<file path="src/rtl/axi_wr_buffer_pkg.sv">
// Shared definitions for the posted-write buffer: AXI field constants,
// the drain FSM state type and the buffered store entry layout.
package axi_wr_buffer_pkg;

  localparam logic [1:0] AXI_BURST_INCR = 2'b01;
  localparam logic [2:0] AXI_SIZE_1B    = 3'd0;
  localparam logic [2:0] AXI_SIZE_2B    = 3'd1;
  localparam logic [2:0] AXI_SIZE_4B    = 3'd2;
  localparam logic [7:0] AXI_LEN_SINGLE = 8'd0;
  localparam logic [1:0] AXI_RESP_OKAY  = 2'b00;

  typedef enum logic [1:0] {
    DRAIN_IDLE,
    DRAIN_SEND,
    DRAIN_WAIT_B
  } drain_state_t;

  typedef struct packed {
    logic [31:0] addr;
    logic [1:0]  size;
    logic [3:0]  wstrb;
    logic [31:0] wdata;
  } st_entry_t;

  // Pipeline size code (0=byte,1=half,2=word) to AXI awsize.
  function automatic logic [2:0] axi_size(input logic [1:0] s);
    case (s)
      2'd0:    return AXI_SIZE_1B;
      2'd1:    return AXI_SIZE_2B;
      2'd2:    return AXI_SIZE_4B;
      default: return {1'b0, s};
    endcase
  endfunction

endpackage

</file>
<file path="src/rtl/axi_wr_buffer_if.sv">
// AXI write-channel bundle (AW, W, B) between the buffer and the bus.
interface axi_wr_buffer_if;
  logic [3:0]  awid;
  logic [31:0] awaddr;
  logic [7:0]  awlen;
  logic [2:0]  awsize;
  logic [1:0]  awburst;
  logic [1:0]  awlock;
  logic [3:0]  awcache;
  logic [2:0]  awprot;
  logic        awvalid;
  logic        awready;
  logic [3:0]  wid;
  logic [31:0] wdata;
  logic [3:0]  wstrb;
  logic        wlast;
  logic        wvalid;
  logic        wready;
  logic [3:0]  bid;
  logic [1:0]  bresp;
  logic        bvalid;
  logic        bready;

  modport master (
    output awid, awaddr, awlen, awsize, awburst, awlock, awcache, awprot, awvalid,
    input  awready,
    output wid, wdata, wstrb, wlast, wvalid,
    input  wready,
    input  bid, bresp, bvalid,
    output bready
  );

  modport slave (
    input  awid, awaddr, awlen, awsize, awburst, awlock, awcache, awprot, awvalid,
    output awready,
    input  wid, wdata, wstrb, wlast, wvalid,
    output wready,
    output bid, bresp, bvalid,
    input  bready
  );
endinterface

</file>
<file path="src/rtl/axi_wr_buffer_wr_fifo.sv">
// Store FIFO: entry storage, wrapping pointers, occupancy count and a
// parallel word-address compare across all occupied entries.
module axi_wr_buffer_wr_fifo
  import axi_wr_buffer_pkg::*;
#(
  parameter int DEPTH = 4,
  localparam int PTR_W = $clog2(DEPTH),
  localparam int CNT_W = PTR_W + 1
) (
  input  logic             aclk,
  input  logic             aresetn,
  input  logic             push,
  input  st_entry_t        push_entry,
  input  logic             pop,
  output st_entry_t        head_entry,
  output logic [CNT_W-1:0] count,
  output logic             full,
  output logic             empty,
  input  logic [31:0]      chk_addr,
  output logic             chk_hit
);

  st_entry_t        mem [DEPTH];
  logic [PTR_W-1:0] head;
  logic [PTR_W-1:0] tail;
  logic [DEPTH-1:0] hit_vec;

  assign full       = (count == CNT_W'(DEPTH));
  assign empty      = (count == '0);
  assign head_entry = mem[head];

  always_ff @(posedge aclk or negedge aresetn) begin
    if (!aresetn) begin
      head  <= '0;
      tail  <= '0;
      count <= '0;
      for (int i = 0; i < DEPTH; i++) mem[i] <= '0;
    end else begin
      if (push) begin
        mem[tail] <= push_entry;
        tail      <= tail + 1'b1;
      end
      if (pop) head <= head + 1'b1;
      case ({push, pop})
        2'b10:   count <= count + 1'b1;
        2'b01:   count <= count - 1'b1;
        default: ;
      endcase
    end
  end

  // An entry is live when its distance from head is below the count.
  for (genvar gi = 0; gi < DEPTH; gi++) begin : g_cmp
    logic [PTR_W-1:0] offs;
    assign offs        = PTR_W'(gi) - head;
    assign hit_vec[gi] = ({1'b0, offs} < count) &&
                         (mem[gi].addr[31:2] == chk_addr[31:2]);
  end

  assign chk_hit = |hit_vec;

endmodule

</file>
<file path="src/rtl/axi_wr_buffer.sv">
// Posted-write buffer: acknowledges stores at once, then drains them one
// at a time over AXI AW/W/B with a single outstanding transaction.
module axi_wr_buffer
  import axi_wr_buffer_pkg::*;
#(
  parameter int         DEPTH  = 4,
  parameter logic [3:0] AXI_ID = 4'd1
) (
  input  logic            aclk,
  input  logic            aresetn,
  input  logic            st_req,
  input  logic [1:0]      st_size,
  input  logic [3:0]      st_wstrb,
  input  logic [31:0]     st_addr,
  input  logic [31:0]     st_wdata,
  output logic            st_addr_ok,
  output logic            st_data_ok,
  input  logic [31:0]     chk_addr,
  output logic            chk_hit,
  output logic            wb_empty,
  output logic            bus_err,
  axi_wr_buffer_if.master axi
);

  localparam int CNT_W = $clog2(DEPTH) + 1;

  st_entry_t        push_entry;
  st_entry_t        head_entry;
  logic [CNT_W-1:0] count;
  logic             full, empty, push, pop;
  drain_state_t     state, state_nxt;
  logic             aw_done, w_done, aw_done_nxt, w_done_nxt;
  logic             awvalid, wvalid, bready;
  logic             unused_bid;

  assign push       = st_req & ~full;
  assign st_addr_ok = ~full;
  assign wb_empty   = empty;
  assign push_entry = '{addr: st_addr, size: st_size, wstrb: st_wstrb, wdata: st_wdata};
  assign unused_bid = ^axi.bid;

  axi_wr_buffer_wr_fifo #(.DEPTH(DEPTH)) u_fifo (
    .aclk       (aclk),
    .aresetn    (aresetn),
    .push       (push),
    .push_entry (push_entry),
    .pop        (pop),
    .head_entry (head_entry),
    .count      (count),
    .full       (full),
    .empty      (empty),
    .chk_addr   (chk_addr),
    .chk_hit    (chk_hit)
  );

  always_ff @(posedge aclk or negedge aresetn) begin
    if (!aresetn) begin
      state      <= DRAIN_IDLE;
      aw_done    <= 1'b0;
      w_done     <= 1'b0;
      bus_err    <= 1'b0;
      st_data_ok <= 1'b0;
    end else begin
      state      <= state_nxt;
      aw_done    <= aw_done_nxt;
      w_done     <= w_done_nxt;
      bus_err    <= bus_err | (bready & axi.bvalid & (axi.bresp != AXI_RESP_OKAY));
      st_data_ok <= push;
    end
  end

  // A push into an idle buffer starts the drain next cycle, so the first
  // awvalid appears the cycle after the store is accepted.
  always_comb begin
    state_nxt   = state;
    aw_done_nxt = aw_done;
    w_done_nxt  = w_done;
    awvalid     = 1'b0;
    wvalid      = 1'b0;
    bready      = 1'b0;
    pop         = 1'b0;
    unique case (state)
      DRAIN_IDLE: begin
        if (!empty || push) state_nxt = DRAIN_SEND;
      end
      DRAIN_SEND: begin
        awvalid     = ~aw_done;
        wvalid      = ~w_done;
        aw_done_nxt = aw_done | axi.awready;
        w_done_nxt  = w_done | axi.wready;
        if (aw_done_nxt && w_done_nxt) state_nxt = DRAIN_WAIT_B;
      end
      DRAIN_WAIT_B: begin
        bready = 1'b1;
        if (axi.bvalid) begin
          pop         = 1'b1;
          aw_done_nxt = 1'b0;
          w_done_nxt  = 1'b0;
          state_nxt   = (count > CNT_W'(1) || push) ? DRAIN_SEND : DRAIN_IDLE;
        end
      end
      default: state_nxt = DRAIN_IDLE;
    endcase
  end

  assign axi.awid    = AXI_ID;
  assign axi.awaddr  = head_entry.addr;
  assign axi.awlen   = AXI_LEN_SINGLE;
  assign axi.awsize  = axi_size(head_entry.size);
  assign axi.awburst = AXI_BURST_INCR;
  assign axi.awlock  = 2'b00;
  assign axi.awcache = 4'b0000;
  assign axi.awprot  = 3'b000;
  assign axi.awvalid = awvalid;
  assign axi.wid     = AXI_ID;
  assign axi.wdata   = head_entry.wdata;
  assign axi.wstrb   = head_entry.wstrb;
  assign axi.wlast   = 1'b1;
  assign axi.wvalid  = wvalid;
  assign axi.bready  = bready;

endmodule

</file>
<file path="src/flat_wrapper.sv">
// flat-port wrapper written by rule: the top's interface ports become plain ports
module axi_wr_buffer_flat import axi_wr_buffer_pkg::*;
#(
  parameter int         DEPTH  = 4,
  parameter logic [3:0] AXI_ID = 4'd1
)
  (aclk, aresetn, st_req, st_size, st_wstrb, st_addr, st_wdata, st_addr_ok, st_data_ok, chk_addr, chk_hit, wb_empty, bus_err, axi_awid, axi_awaddr, axi_awlen, axi_awsize, axi_awburst, axi_awlock, axi_awcache, axi_awprot, axi_awvalid, axi_awready, axi_wid, axi_wdata, axi_wstrb, axi_wlast, axi_wvalid, axi_wready, axi_bid, axi_bresp, axi_bvalid, axi_bready);
  axi_wr_buffer_if axi_i ();
  input  logic aclk;
  input  logic aresetn;
  input  logic st_req;
  input  logic [1:0] st_size;
  input  logic [3:0] st_wstrb;
  input  logic [31:0] st_addr;
  input  logic [31:0] st_wdata;
  output logic st_addr_ok;
  output logic st_data_ok;
  input  logic [31:0] chk_addr;
  output logic chk_hit;
  output logic wb_empty;
  output logic bus_err;
  output wire logic [$bits(axi_i.awid)-1:0] axi_awid;
  output wire logic [$bits(axi_i.awaddr)-1:0] axi_awaddr;
  output wire logic [$bits(axi_i.awlen)-1:0] axi_awlen;
  output wire logic [$bits(axi_i.awsize)-1:0] axi_awsize;
  output wire logic [$bits(axi_i.awburst)-1:0] axi_awburst;
  output wire logic [$bits(axi_i.awlock)-1:0] axi_awlock;
  output wire logic [$bits(axi_i.awcache)-1:0] axi_awcache;
  output wire logic [$bits(axi_i.awprot)-1:0] axi_awprot;
  output wire logic [$bits(axi_i.awvalid)-1:0] axi_awvalid;
  input wire logic [$bits(axi_i.awready)-1:0] axi_awready;
  output wire logic [$bits(axi_i.wid)-1:0] axi_wid;
  output wire logic [$bits(axi_i.wdata)-1:0] axi_wdata;
  output wire logic [$bits(axi_i.wstrb)-1:0] axi_wstrb;
  output wire logic [$bits(axi_i.wlast)-1:0] axi_wlast;
  output wire logic [$bits(axi_i.wvalid)-1:0] axi_wvalid;
  input wire logic [$bits(axi_i.wready)-1:0] axi_wready;
  input wire logic [$bits(axi_i.bid)-1:0] axi_bid;
  input wire logic [$bits(axi_i.bresp)-1:0] axi_bresp;
  input wire logic [$bits(axi_i.bvalid)-1:0] axi_bvalid;
  output wire logic [$bits(axi_i.bready)-1:0] axi_bready;
  assign axi_awid = axi_i.awid;
  assign axi_awaddr = axi_i.awaddr;
  assign axi_awlen = axi_i.awlen;
  assign axi_awsize = axi_i.awsize;
  assign axi_awburst = axi_i.awburst;
  assign axi_awlock = axi_i.awlock;
  assign axi_awcache = axi_i.awcache;
  assign axi_awprot = axi_i.awprot;
  assign axi_awvalid = axi_i.awvalid;
  assign axi_i.awready = axi_awready;
  assign axi_wid = axi_i.wid;
  assign axi_wdata = axi_i.wdata;
  assign axi_wstrb = axi_i.wstrb;
  assign axi_wlast = axi_i.wlast;
  assign axi_wvalid = axi_i.wvalid;
  assign axi_i.wready = axi_wready;
  assign axi_i.bid = axi_bid;
  assign axi_i.bresp = axi_bresp;
  assign axi_i.bvalid = axi_bvalid;
  assign axi_bready = axi_i.bready;
  axi_wr_buffer #(.DEPTH(DEPTH), .AXI_ID(AXI_ID)) u_core (.aclk(aclk), .aresetn(aresetn), .st_req(st_req), .st_size(st_size), .st_wstrb(st_wstrb), .st_addr(st_addr), .st_wdata(st_wdata), .st_addr_ok(st_addr_ok), .st_data_ok(st_data_ok), .chk_addr(chk_addr), .chk_hit(chk_hit), .wb_empty(wb_empty), .bus_err(bus_err), .axi(axi_i));
endmodule
</file>
<file path="config.mk">
export PLATFORM = sky130hd
export DESIGN_NAME = axi_wr_buffer_flat
export DESIGN_NICKNAME = d
export VERILOG_FILES = /design/src/rtl/axi_wr_buffer_pkg.sv /design/src/rtl/axi_wr_buffer_if.sv /design/src/rtl/axi_wr_buffer_wr_fifo.sv /design/src/rtl/axi_wr_buffer.sv /design/src/flat_wrapper.sv
export SDC_FILE = /design/constraint.sdc
export NUM_CORES = 1
export LEC_CHECK = 0
export CAP_MARGIN = 10
export CORE_MARGIN = 8
export CORE_UTILIZATION = 25
export DETAILED_ROUTE_END_ITERATION = 8
export GPL_TIMING_DRIVEN = 0
export HOLD_SLACK_MARGIN = 0.08
export PLACE_DENSITY_LB_ADDON = 0.1
export SETUP_SLACK_MARGIN = 0.2
export SLEW_MARGIN = 40
export SYNTH_ARGS = -nofsm -noshare
export SYNTH_HDL_FRONTEND = slang
export SYNTH_HIERARCHICAL = 1
export SYNTH_SLANG_ARGS = --single-unit
</file>
<file path="constraint.sdc">
create_clock -name aclk -period 2.9 [get_ports aclk]
set_input_delay 0.58 -clock aclk [delete_from_list [all_inputs] [get_ports aclk]]
set_output_delay 0.58 -clock aclk [all_outputs]
set_load 0.005 [all_outputs]
</file>
Word-level counts from Yosys, hierarchy flattened
Cells that the tools add are included.

Add/sub/neg operators: 8. Order comparisons: 8. Equal/unequal tests: 14. Muxes and demuxes: 21. Bitwise operators: 11. Reduce and logical (&&, ||, !) cells: 18.

Operator list (count): bitwise mux 280 bit (1); two-way mux 70 bit (3); binary-select mux 70 bit (select 2 bit) (1); demux 70 bit (select 2 bit) (1); == test 30 bit (4); < comparator 2 x 3 -> 1 bit (4); case mux 2 bit (3 select lines) (2); two-way mux 1 bit (7); == test 2 x 1 -> 1 bit (second input constant) (3); == test 2 bit (second input constant) (3); greater-or-equal comparator 3 bit (second input constant) (2); logical AND 1 bit (6); two-way mux 2 bit (3); NOT 2 -> 3 bit (2); case mux 3 bit (2 select lines) (1); nonzero test 2 bit (3); adder 2 x 1 -> 2 bit (second input constant) (2); logical NOT 2 bit (2); inequality test 2 x 1 -> 1 bit (second input constant) (2); case mux 1 bit (2 select lines) (2); OR reduction 4 bit (1); subtractor 1 x 2 -> 2 bit (first input constant) (2); subtractor 2 bit (first input constant) (2); adder 3 x 1 -> 3 bit (second input constant) (1); other kinds (13) (20).

Bits in registers: 293.

Logic depth before layout (Yosys ltp)
Depth in word-level cells: 7. Mapped depth: 11. Depth with buffers taken out: 10.

Modules after synthesis
Netlist, hierarchy kept.

By module, submodules not included: axi_wr_buffer_wr_fifo (instances 1, cells each 901, area an instance 13827.0 um2); axi_wr_buffer (instances 1, cells each 64, area an instance 535.5 um2).

Worst setup path after synthesis
Ideal clock, no wire load.

Path kind: register to output. Start point: register u_core.u_fifo.head[1]. End point: output chk_hit. Arrival time: 2.317 ns. Required time: 2.320 ns. Slack: 0.003 ns. Stages on the path, launching flop included: 10. Path buffers: 2. Path through: dfrtp_1 clkbuf_1 clkbuf_1 xnor2_1 inv_1 ha_1 a2111o_1 a2111oi_0 nand4_1 nand4_1.

Longest elaborated chain between the ends: 4.

Ends and longest elaborated chain: start, declared (line axi_wr_buffer_wr_fifo.sv:24) `logic [PTR_W-1:0] head;`; start signal, assigned (line axi_wr_buffer_wr_fifo.sv:43) `if (pop) head <= head + 1'b1;`; subtractor 1 x 2 -> 2 bit / subtractor 2 bit (equally long branches) (line axi_wr_buffer_wr_fifo.sv:55) `assign offs = PTR_W'(gi) - head;`; < comparator 2 x 3 -> 1 bit (line axi_wr_buffer_wr_fifo.sv:56) `assign hit_vec[gi] = ({1'b0, offs} < count) &&`; logical AND 1 bit (line axi_wr_buffer_wr_fifo.sv:56); OR reduction 4 bit * (line axi_wr_buffer_wr_fifo.sv:60) `assign chk_hit = |hit_vec;`; end, declared (line flat_wrapper.sv:19) `output logic chk_hit;`.

Every way passes the cells marked *; elsewhere a longest branch is shown, timed or not.

Worst setup path in the final report
Start point: input chk_addr[16]. End point: output chk_hit.

Longest elaborated chain between the ends: 3.

Ends and longest elaborated chain: start, declared (line flat_wrapper.sv:18) `input logic [31:0] chk_addr;`; == test 30 bit (line axi_wr_buffer_wr_fifo.sv:57) `(mem[gi].addr[31:2] == chk_addr[31:2]);`; logical AND 1 bit (line axi_wr_buffer_wr_fifo.sv:56); OR reduction 4 bit * (line axi_wr_buffer_wr_fifo.sv:60).

Marks and branches as above.

==> flow_metrics.env <==
export IMPL_fillerInstances=5696
export IMPL_power_total_mw=23.0
export IMPL_endpoint_kind="output port"
export IMPL_ys_warn_count=6
export IMPL_yosys_mux_area_fraction=0.329
export IMPL_drv_slew=0
export IMPL_syn_inst=965
export IMPL_portBuffers=172
export IMPL_avgSynthCellArea_um2=14.9
export IMPL_yosysMostFrequentCell="dfrtp_1"
export IMPL_pwr_share_comb=0.470
export IMPL_synth_top_area_frac=0.510
export IMPL_swShare=0.330
export IMPL_synthTopCellsByArea="dfrtp_1 (51%), mux2_2 (22%), mux4_2 (11%), xnor2_1 (4.0%), xor2_1 (3.7%)"
export IMPL_cap_violations=0
export IMPL_synth_seq_cells=293
export IMPL_overflow=0
export IMPL_drive_gt1_frac=0.430
export IMPL_finClkSkew_ps=16.9
export IMPL_synth_top_family_by_area="multiplexers"
export IMPL_maxSlewHeadroom=0.601
export IMPL_ys_flop_type="dfrtp_1"
export IMPL_die_w_um=256
export IMPL_synth_compound_gate_area_share=0.0102
export IMPL_antenna_found_initial=7
export IMPL_pin_count=221
export IMPL_p_seq_frac=0.331
export IMPL_finalNetCount=1353
export IMPL_clockBufferDepth=3
export IMPL_max_freq_ghz=0.299
export IMPL_synthAdderAreaFrac=0.00923
export IMPL_grt_pass1_wl_um=68900
export IMPL_clk_pin_slew_worst_paths_ps=60
export IMPL_hold_path_class="flip-flop to flip-flop"
export IMPL_required_ps=2320
export IMPL_synthSimpleGateAreaFrac=0.0249
export IMPL_place_gp_congestion=0.765
export IMPL_yosysSeqAreaShare=0.510
export IMPL_multiInputGateArea_um2=6710
export IMPL_drtPass1Iterations=4
export IMPL_area_delta_synth_final_pct=32.7
export IMPL_design_area_um2=19100
export IMPL_grt_pass1_vias=9921
export IMPL_ant_nets=0
export IMPL_peakVddDrop_uv=475
export IMPL_seq_area_um2=7330
export IMPL_rsz0062_at_grt="true"
export IMPL_placed_area_um2=17300
export IMPL_critical_path_arrival_ps=2770
export IMPL_synth_edf_count=0
export IMPL_critPathLaunchType="primary input"
export IMPL_status="finished, violations left"
export IMPL_grtUsageTotal=0.140
export IMPL_setup_worst_path_class="primary input to output port"
export IMPL_final_period_utilization=1.15
export IMPL_worstMarginPinSlew_ps=593
export IMPL_synth_distinct_cells=38
export IMPL_finalHoldViolCount=0
export IMPL_grt_max_degree=71
export IMPL_power_density_nw_per_um2=1210
export IMPL_synthTopCellsByCount="dfrtp_1 (293), mux2_2 (280), mux4_2 (70), xnor2_1 (66), xor2_1 (60)"
export IMPL_place_hpwl_um=33000
export IMPL_p_switching_mw=7.58
export IMPL_cp_max_fo=4
export IMPL_dieArea_um2=65400
export IMPL_start_util=0.251
export IMPL_cts_sinks=293
export IMPL_yosys_area_top_type="dfrtp_1"
export IMPL_ys_async_sr_fraction=1.00
export IMPL_wirelength_um=45900
export IMPL_htreeDepth=2
export IMPL_drc=0
export IMPL_clockPowerShare=0.199
export IMPL_die_y_um=256
export IMPL_clock_latency_ps=550
export IMPL_placementRows=88
export IMPL_wl_per_cell_um=22.7
export IMPL_power_leakage_nw=8.00
export IMPL_cts_tree="done"
export IMPL_setup_ws_ps=-447
export IMPL_coreArea_um2=57300
export IMPL_setup_viol=26
export IMPL_synth_area_um2=14400
export IMPL_p_int_mw=15.4
export IMPL_cts_made_buffers=39
export IMPL_period_minus_slack_ps=3350
export IMPL_avgViaCountPerCell=4.38
export IMPL_drt_iter0_drc=383
export IMPL_synth_xor_area_share=0.0780
export IMPL_num_vias=8843
export IMPL_violations="setup timing"
export IMPL_root_buffer="clkbuf_16"
==> through the flow <==
stage	std cells	util	TNS (ps)	setup WS [ps]	hold WS, ps
global placement	1929	0.299	-3952500	-13220	441
detailed placement	1934	0.302	-69320	-1100	444
floorplan	992	-	0	215	284
CTS	2007	0.329	-9650	-503	457
finish	2020	0.333	-2880	-447	458
global route	2019	0.333	-5330	-510	488
==> metal layers <==
layer / track usage / vias up / routed length (um)
met2: 0.239 / 175 / 22900
met4: 0.0325 / 10 / 749
li1: - / 3988 / -
met3: 0.0358 / 55 / 2580
met5: 0 / - / 60
met1: 0.177 / 4615 / 19600
==> cell type report <==
class,instances,area share
flip-flops and latches,293,0.385
multi-input cells,597,0.352
repair buffers,196,0.107
clock buffers,59,0.0589
well taps,765,0.0502
plain buffers,89,0.0396
clock inverters,7,0.00394
inverters,13,0.00276
diodes,1,0.000131
==> critical path: stages <==
cell and delay (ps):
clkdlybuf4s50_1 570, xor2_1 220, nor4_2 290, nand4_1 220, or4_1 580, nand4_1 150, buf_2 140
==> power by group through the flow <==
stage          registers (mW)  logic, mW  clock network, mW
2_1_floorplan            7.22       6.12                  0
3_3_place_gp             7.66       10.5                  0
3_5_place_dp             7.66       10.5                  0
4_1_cts                  7.61       11.0               4.81
5_1_grt                  7.92       11.7               4.99
6_report                 7.61       10.8               4.58
==> worst paths after layout <==
| kind | end | slack (ps) | startpoint | cells past startpoint |
|---|---|---|---|---|
| min in group asynchronous | u_core/u_fifo/mem[189] | 560 | aresetn | 2 |
| setup / recovery | chk_hit | -450 | chk_addr[16] | 7 |
| setup reg to reg | u_core/u_fifo/mem[4] | 480 | u_core/u_fifo/count[2] | 8 |
| max in group asynchronous | u_core/u_fifo/mem[36] | 1310 | aresetn | 4 |
| hold reg to reg | u_core/bus_err | 460 | u_core/bus_err | 1 |
| hold / removal | u_core/bus_err | 460 | u_core/bus_err | 1 |
==> state kept, by name, indices dropped and copies added (netlist names) <==
| name | flops |
|---|---|
| u_core/aw_done | 1 |
| u_core/bus_err | 1 |
| u_core/state | 2 |
| u_core/u_fifo/tail | 2 |
| u_core/st_data_ok | 1 |
| u_core/u_fifo/head | 2 |
| u_core/u_fifo/count | 3 |
| u_core/u_fifo/mem | 280 |
| u_core/w_done | 1 |
==> kinds of logic (layout without fill, tap and decap cells) <==
logic type / count (synthesis) / after routing
simple gates: 61 / 61
mux: 350 / 350
other cells: 2 / 30
buf+inv: 102 / 364
xor+xnor: 127 / 127
fa+ha+maj: 10 / 10
flops: 293 / 293
compound gates: 20 / 20
==> cells in the final DEF (no fill, tap or decap), types with 7 or more instances in the layout <==
| cell type | instances |
|---|---|
| clkbuf_16 | 42 |
| xor2_1 | 60 |
| clkdlybuf4s50_1 | 131 |
| ha_1 | 7 |
| nor2_1 | 7 |
| mux4_2 | 70 |
| clkbuf_8 | 10 |
| nand4_1 | 21 |
| buf_4 | 45 |
| a21oi_1 | 7 |
| dfrtp_1 | 291 |
| xnor2_1 | 65 |
| dlymetal6s2s_1 | 26 |
| clkbuf_1 | 21 |
| conb_1 | 29 |
| mux2_2 | 280 |
| inv_1 | 10 |
| nor4_1 | 9 |
| buf_2 | 33 |
| buf_12 | 8 |
==> timing repair <==
action                                  CTS  global route
hold endpoints to repair                 39             0
pin swaps                                 5             5
endpoints found under the setup margin  352            88
hold buffers                              1             0
resized for setup                       121            59
setup buffers                             6            12
(Power assumes the default switching activity.)
